--- src/rtl/mips_pipeline_memwb_writeback.sv ---
// MEM/WB latch, writeback select, 32x32 register file with write-through read bypass, retire counter.
// Latency: 1 edge into latch, commit on the next advancing edge; stall holds the latch and blocks commit.
module mips_pipeline_memwb_writeback #(
    parameter int WORD  = 32,
    parameter int REGS  = 32,
    parameter int CNT_W = 32
) (
    input  logic                     clock_i,
    input  logic                     reset_n_i,
    input  logic                     stall_i,
    input  logic                     flush_i,
    input  logic                     in_valid_i,
    input  logic                     in_regWrite_i,
    input  logic [1:0]               in_wbSel_i,
    input  logic [$clog2(REGS)-1:0]  in_writeReg_i,
    input  logic [WORD-1:0]          in_aluOut_i,
    input  logic [WORD-1:0]          in_memOut_i,
    input  logic [WORD-1:0]          in_pc_i,
    input  logic [$clog2(REGS)-1:0]  rs_addr_i,
    input  logic [$clog2(REGS)-1:0]  rt_addr_i,
    output logic [WORD-1:0]          rs_data_o,
    output logic [WORD-1:0]          rt_data_o,
    output logic                     wb_en_o,
    output logic [$clog2(REGS)-1:0]  wb_reg_o,
    output logic [WORD-1:0]          wb_data_o,
    output logic [CNT_W-1:0]         retired_o
);
    localparam int IDX_W = $clog2(REGS);

    typedef struct packed {
        logic             valid;
        logic             reg_write;
        logic [1:0]       wb_sel;
        logic [IDX_W-1:0] write_reg;
        logic [WORD-1:0]  alu_out;
        logic [WORD-1:0]  mem_out;
        logic [WORD-1:0]  pc;
    } memwb_t;

    memwb_t           latch_q, latch_d;
    logic [CNT_W-1:0] retired_q, retired_d;
    logic [WORD-1:0]  regs_q [REGS];
    logic [WORD-1:0]  sel_val;
    logic             advance;

    assign advance = latch_q.valid & ~stall_i;

    // Flush beats stall: the held instruction is dropped, not committed.
    always_comb begin
        latch_d = latch_q;
        if (flush_i) begin
            latch_d = '0;
        end else if (!stall_i) begin
            latch_d.valid     = in_valid_i;
            latch_d.reg_write = in_regWrite_i;
            latch_d.wb_sel    = in_wbSel_i;
            latch_d.write_reg = in_writeReg_i;
            latch_d.alu_out   = in_aluOut_i;
            latch_d.mem_out   = in_memOut_i;
            latch_d.pc        = in_pc_i;
        end
    end

    always_comb begin
        retired_d = retired_q;
        if (advance) begin
            retired_d = retired_q + CNT_W'(1);
        end
    end

    always_comb begin
        case (latch_q.wb_sel)
            2'd1:    sel_val = latch_q.mem_out;
            2'd2:    sel_val = latch_q.pc + WORD'(8);
            default: sel_val = latch_q.alu_out;
        endcase
    end

    assign wb_en_o   = advance & latch_q.reg_write & (latch_q.write_reg != '0);
    assign wb_reg_o  = latch_q.valid ? latch_q.write_reg : '0;
    assign wb_data_o = latch_q.valid ? sel_val : '0;
    assign retired_o = retired_q;

    always_comb begin
        rs_data_o = regs_q[rs_addr_i];
        if (rs_addr_i == '0) begin
            rs_data_o = '0;
        end else if (wb_en_o && (wb_reg_o == rs_addr_i)) begin
            rs_data_o = wb_data_o;
        end
    end

    always_comb begin
        rt_data_o = regs_q[rt_addr_i];
        if (rt_addr_i == '0) begin
            rt_data_o = '0;
        end else if (wb_en_o && (wb_reg_o == rt_addr_i)) begin
            rt_data_o = wb_data_o;
        end
    end

    always_ff @(posedge clock_i) begin
        if (!reset_n_i) begin
            latch_q   <= '0;
            retired_q <= '0;
            for (int i = 0; i < REGS; i++) begin
                regs_q[i] <= '0;
            end
        end else begin
            latch_q   <= latch_d;
            retired_q <= retired_d;
            if (wb_en_o) begin
                regs_q[wb_reg_o] <= wb_data_o;
            end
        end
    end
endmodule

--- config.mk ---
export PLATFORM = sky130hd
export DESIGN_NAME = mips_pipeline_memwb_writeback
export DESIGN_NICKNAME = d
export VERILOG_FILES = /design/src/rtl/mips_pipeline_memwb_writeback.sv
export SDC_FILE = /design/constraint.sdc
export NUM_CORES = 2
export LEC_CHECK = 0
export ABC_CLOCK_PERIOD_IN_PS = 6400
export CAP_MARGIN = 20
export CELL_PAD_IN_SITES_DETAIL_PLACEMENT = 1
export CELL_PAD_IN_SITES_GLOBAL_PLACEMENT = 2
export CORE_ASPECT_RATIO = 0.9
export CORE_MARGIN = 5
export CORE_UTILIZATION = 49
export DETAILED_ROUTE_END_ITERATION = 10
export DONT_BUFFER_PORTS = 1
export PLACE_DENSITY_LB_ADDON = 0.1
export SLEW_MARGIN = 20
export SYNTH_ARGS = -nofsm -noshare
export SYNTH_HDL_FRONTEND = slang
export SYNTH_SLANG_ARGS = --single-unit
--- constraint.sdc ---
create_clock -name clock_i -period 6.4 [get_ports clock_i]
set_input_delay 1.28 -clock clock_i [delete_from_list [all_inputs] [get_ports clock_i]]
set_output_delay 1.28 -clock clock_i [all_outputs]
set_load 0.02 [all_outputs]
==> qor.txt <==
WORST SETUP PATH
------------------------------------------------------------------------------
R2R depth                                                                    8
Worst Setup Start Kind                                              input port
CP peak stage delay                                                    0.76 ns
CP cell instances                                                 nor2b_1 -> buf_4 -> o311a_1 -> and2_1 -> and3_4 -> buf_4 -> nor3_1 -> a211oi_1 -> buf_4
Crit path buf inv count                                                      3
Register-to-register path setup slack                                  2.03 ns
RR Endpoint                                                       regs_q[7][20]
Critical Path End Type                                            primary output
Worst path required time                                               5.12 ns
Kind of cell adding the most delay to the critical path           compound AO/OA/AOI/OAI gates
Critical path origin                                                   stall_i
RR Startpoint                                                     latch_q[104]
Highest-delay cell along the critical path                            a211oi_1
Crit Path Class                                                   input port to primary output
Maximum fanout count along the critical path                               106
Cell with the most instances on the worst path                           buf_4
Arr. time, crit path                                                   4.89 ns

TIMING
------------------------------------------------------------------------------
Final hold violations                                                        0
Slew Viols, Final                                                           70
RSZ-0062 raised after global routing                                        no
Highest Clock Rate                                                     162 MHz
Post-Route Hold Slack                                                 0.494 ns
Clk_skew                                                             0.0259 ns
Final total negative setup slack                                          0 ns
Minimum clock period                                                   6.17 ns
Share of the clock period used by the worst path after layout            96.5%
Setup violation total in the final timing report                             0
Slew at the pin with the worst max-slew slack                          1.62 ns
Worst setup slack after layout                                        0.227 ns
Relative slew slack                                                     -7.73%

DRT
------------------------------------------------------------------------------
Total via count after detailed routing                                   45293
Post-route antenna net violation count                                       0
DRC violations left                                                          0
Detail-routed net length per standard cell                             38.6 um
Number of DRC violations after detailed-routing iteration 0               6978
Wirelength, routed                                                   250000 um
Mean number of vias per cell                                              6.98
TritonRoute pass-1 iters                                                     6

PLACE
------------------------------------------------------------------------------
Post-detail-place hpwl                                               148000 um
Port buffer count                                                            0
Instance count after placement with tap cells included                    6249
Last weighted congestion value of the routability-driven placer          0.862
Worst-case setup slack after placement                                0.737 ns

FINAL LAYOUT
------------------------------------------------------------------------------
Area overhead of the layout relative to synthesis                        10.1%
Post-route non-filler standard cell count                                 6490
Fraction of layout cells with a size suffix above 1                      17.5%
Number of nets in the finished design                                     4897

LOGIC SYNTHESIS
------------------------------------------------------------------------------
Area share of the largest cell type after synthesis                      51.0%
Share of the yosys chip area belonging to registers                      55.6%
Warning count from the yosys run                                             0
Most common library cells after synthesis                         nor2_1, edfxtp_1, mux2i_1, mux4_2, clkbuf_1
Cell with the most instances after synthesis                            nor2_1
Count of state elements after synthesis                                   1161
Library cell with the largest summed area after synthesis             edfxtp_1
Primary flip-flop cell chosen by synthesis mapping                    edfxtp_1
Mean area per synthesized cell                                        12.4 um2
Most area-consuming cells after synthesis                         edfxtp_1, mux4_2, mux2i_1, nor2_1, dfxtp_1
Synth Instances                                                           4867
Async S/R FF share, synth                                                   0%
Count of cell types in the netlist                                          74
Post-synth EDFFs                                                          1024
Mapped cell area                                                     60300 um2

GRT
------------------------------------------------------------------------------
Met1 demand-to-capacity share in global routing                          51.1%
Highest-utilization routing layer at the global route stage               met2
Global Route met2 Usage                                                  58.6%
Number of global-route vias before repair                                45190
Wire length of the first global-routing pass                         349000 um
Total routing resource utilization after global routing                  37.8%
Largest net degree at the start of global routing                          310
Grt total ovfl                                                               0
Fraction of met3 tracks used by global routing                           9.66%
Antenna violations before repair                                            13

CTS
------------------------------------------------------------------------------
Clock root buffer master                                             clkbuf_16
Clock insertion delay at the later pin of the skew report              0.78 ns
Sinks on the clock net                                                    1161
TritonCTS clock tree                                                       yes
Maximum clock path buffer count                                              3
H-tree depth                                                                 4
Clock Pin Slew Worst Setup and Hold Paths                              0.05 ns
Number of buffers added by the clock tree synthesis step                   133
Resize count post-CTS                                                        0
Total of hold buffers inserted after clock tree synthesis                    0
Number of post-CTS setup repair buffers                                      0

MIN PATH
------------------------------------------------------------------------------
Worst min-delay path category                                     register to register
Number of instances on the worst hold path                                   2
Endpoint, Worst Hold                                               latch_q[93]
Origin of the worst min-delay path                                 latch_q[93]

DIE
------------------------------------------------------------------------------
Die Footprint                                                       130000 um2
Vertical die dimension                                                  343 um
Die boundary width                                                      380 um
Core region area                                                    123000 um2
Rows                                                                       122
Starting density of the core                                             49.2%
Number of placed I/O pins                                                  253

PWR
------------------------------------------------------------------------------
PwrDens                                                             268 nW/um2
Peak supply drop                                                        235 uV
Leakage power                                                          23.4 nW

OUTCOME
------------------------------------------------------------------------------
Failing checks                                                    max-slew violations
Result of the run                                                 finished, violations left

FLOW RUN
------------------------------------------------------------------------------
Number of max-cap violations                                                 0

[worst register-to-register path: stages, from the launching register on]
cell	delay (ns)
dfxtp_2	0.48
nor2b_1	0.18
buf_4	0.22
o311a_1	0.54
nand2_1	0.24
nor2_1	0.81
nand2_2	0.37
nand2_2	0.68
buf_4	0.48
[registers in the layout, summed over array words and instances (netlist names)]
signal	count
latch_q	105
retired_o	32
regs_q	1024
[per-stage QoR]
| step | util (%) | power, W | instance area (um2) |
|---|---|---|---|
| floorplan | - | 0.00987 | 60400 |
| global placement | 50.7 | 0.0103 | 62100 |
| detailed placement | 50.7 | 0.0104 | 62100 |
| CTS | 54.1 | 0.0178 | 66300 |
| global route | 54.1 | 0.0183 | 66300 |
| finish | 54.1 | 0.0178 | 66300 |
[metal layers]
layer / part of all wire [%] / vias up
met5: 0.026 / -
met1: 38 / 23673
li1: - / 17947
met2: 45 / 3051
met4: 4.7 / 10
met3: 12 / 612
[where the power goes]
| part | leakage (nW) | internal, W | switching [W] | total (W) |
|---|---|---|---|---|
| Sequential | 11.8 | 0.00846 | 0.000146 | 0.00861 |
| Clock | 2.03 | 0.00433 | 0.00317 | 0.00750 |
| Combinational | 9.57 | 0.000665 | 0.00103 | 0.00170 |
| Total | 23.4 | 0.0135 | 0.00435 | 0.0178 |
[how the worst max path moves through the flow]
stage               endpoint  slack [ns]  cells after the start
2_1_floorplan  rs_data_o[10]        1.76                     10
3_3_place_gp    rs_data_o[5]        0.79                      9
3_5_place_dp    rs_data_o[5]        0.74                      9
4_1_cts         rs_data_o[5]        0.67                      9
5_1_grt         rt_data_o[5]        0.29                      8
6_report        rs_data_o[5]        0.23                      9
[layout make-up]
| type | instances | area [um2] |
|---|---|---|
| diodes | 4 | 10.0 |
| multi-input cells | 3206 | 24600 |
| well taps | 1612 | 2020 |
| repair buffers | 218 | 1810 |
| fillers | 12186 | 56200 |
| clock buffers | 173 | 3660 |
| clock inverters | 62 | 490 |
| inverters | 54 | 204 |
| flip-flops and latches | 1161 | 33500 |
[cells in the final DEF (no fill, tap or decap), types with 62 or more instances in the layout]
master and instances:
nor2_1 1142, nand2_1 124, edfxtp_1 1024, a21oi_1 78
nand3_1 135, clkbuf_16 139, nand2_2 62, a22oi_1 177
mux4_2 304, buf_4 205, dfxtp_1 136, mux2i_1 588
[cells by family after synthesis]
group	count (synthesis)	share of synthesized area [%]
buffers and inverters	531	4.35
AO/OA/AOI/OAI	525	6.10
other	1	0.00622
flip-flops	1161	55.6
AND/OR/NAND/NOR	1697	11.9
multiplexers	897	21.2
adder cells (fa/ha/maj)	4	0.0831
XOR/XNOR	51	0.754
(Power assumes the default switching activity.)
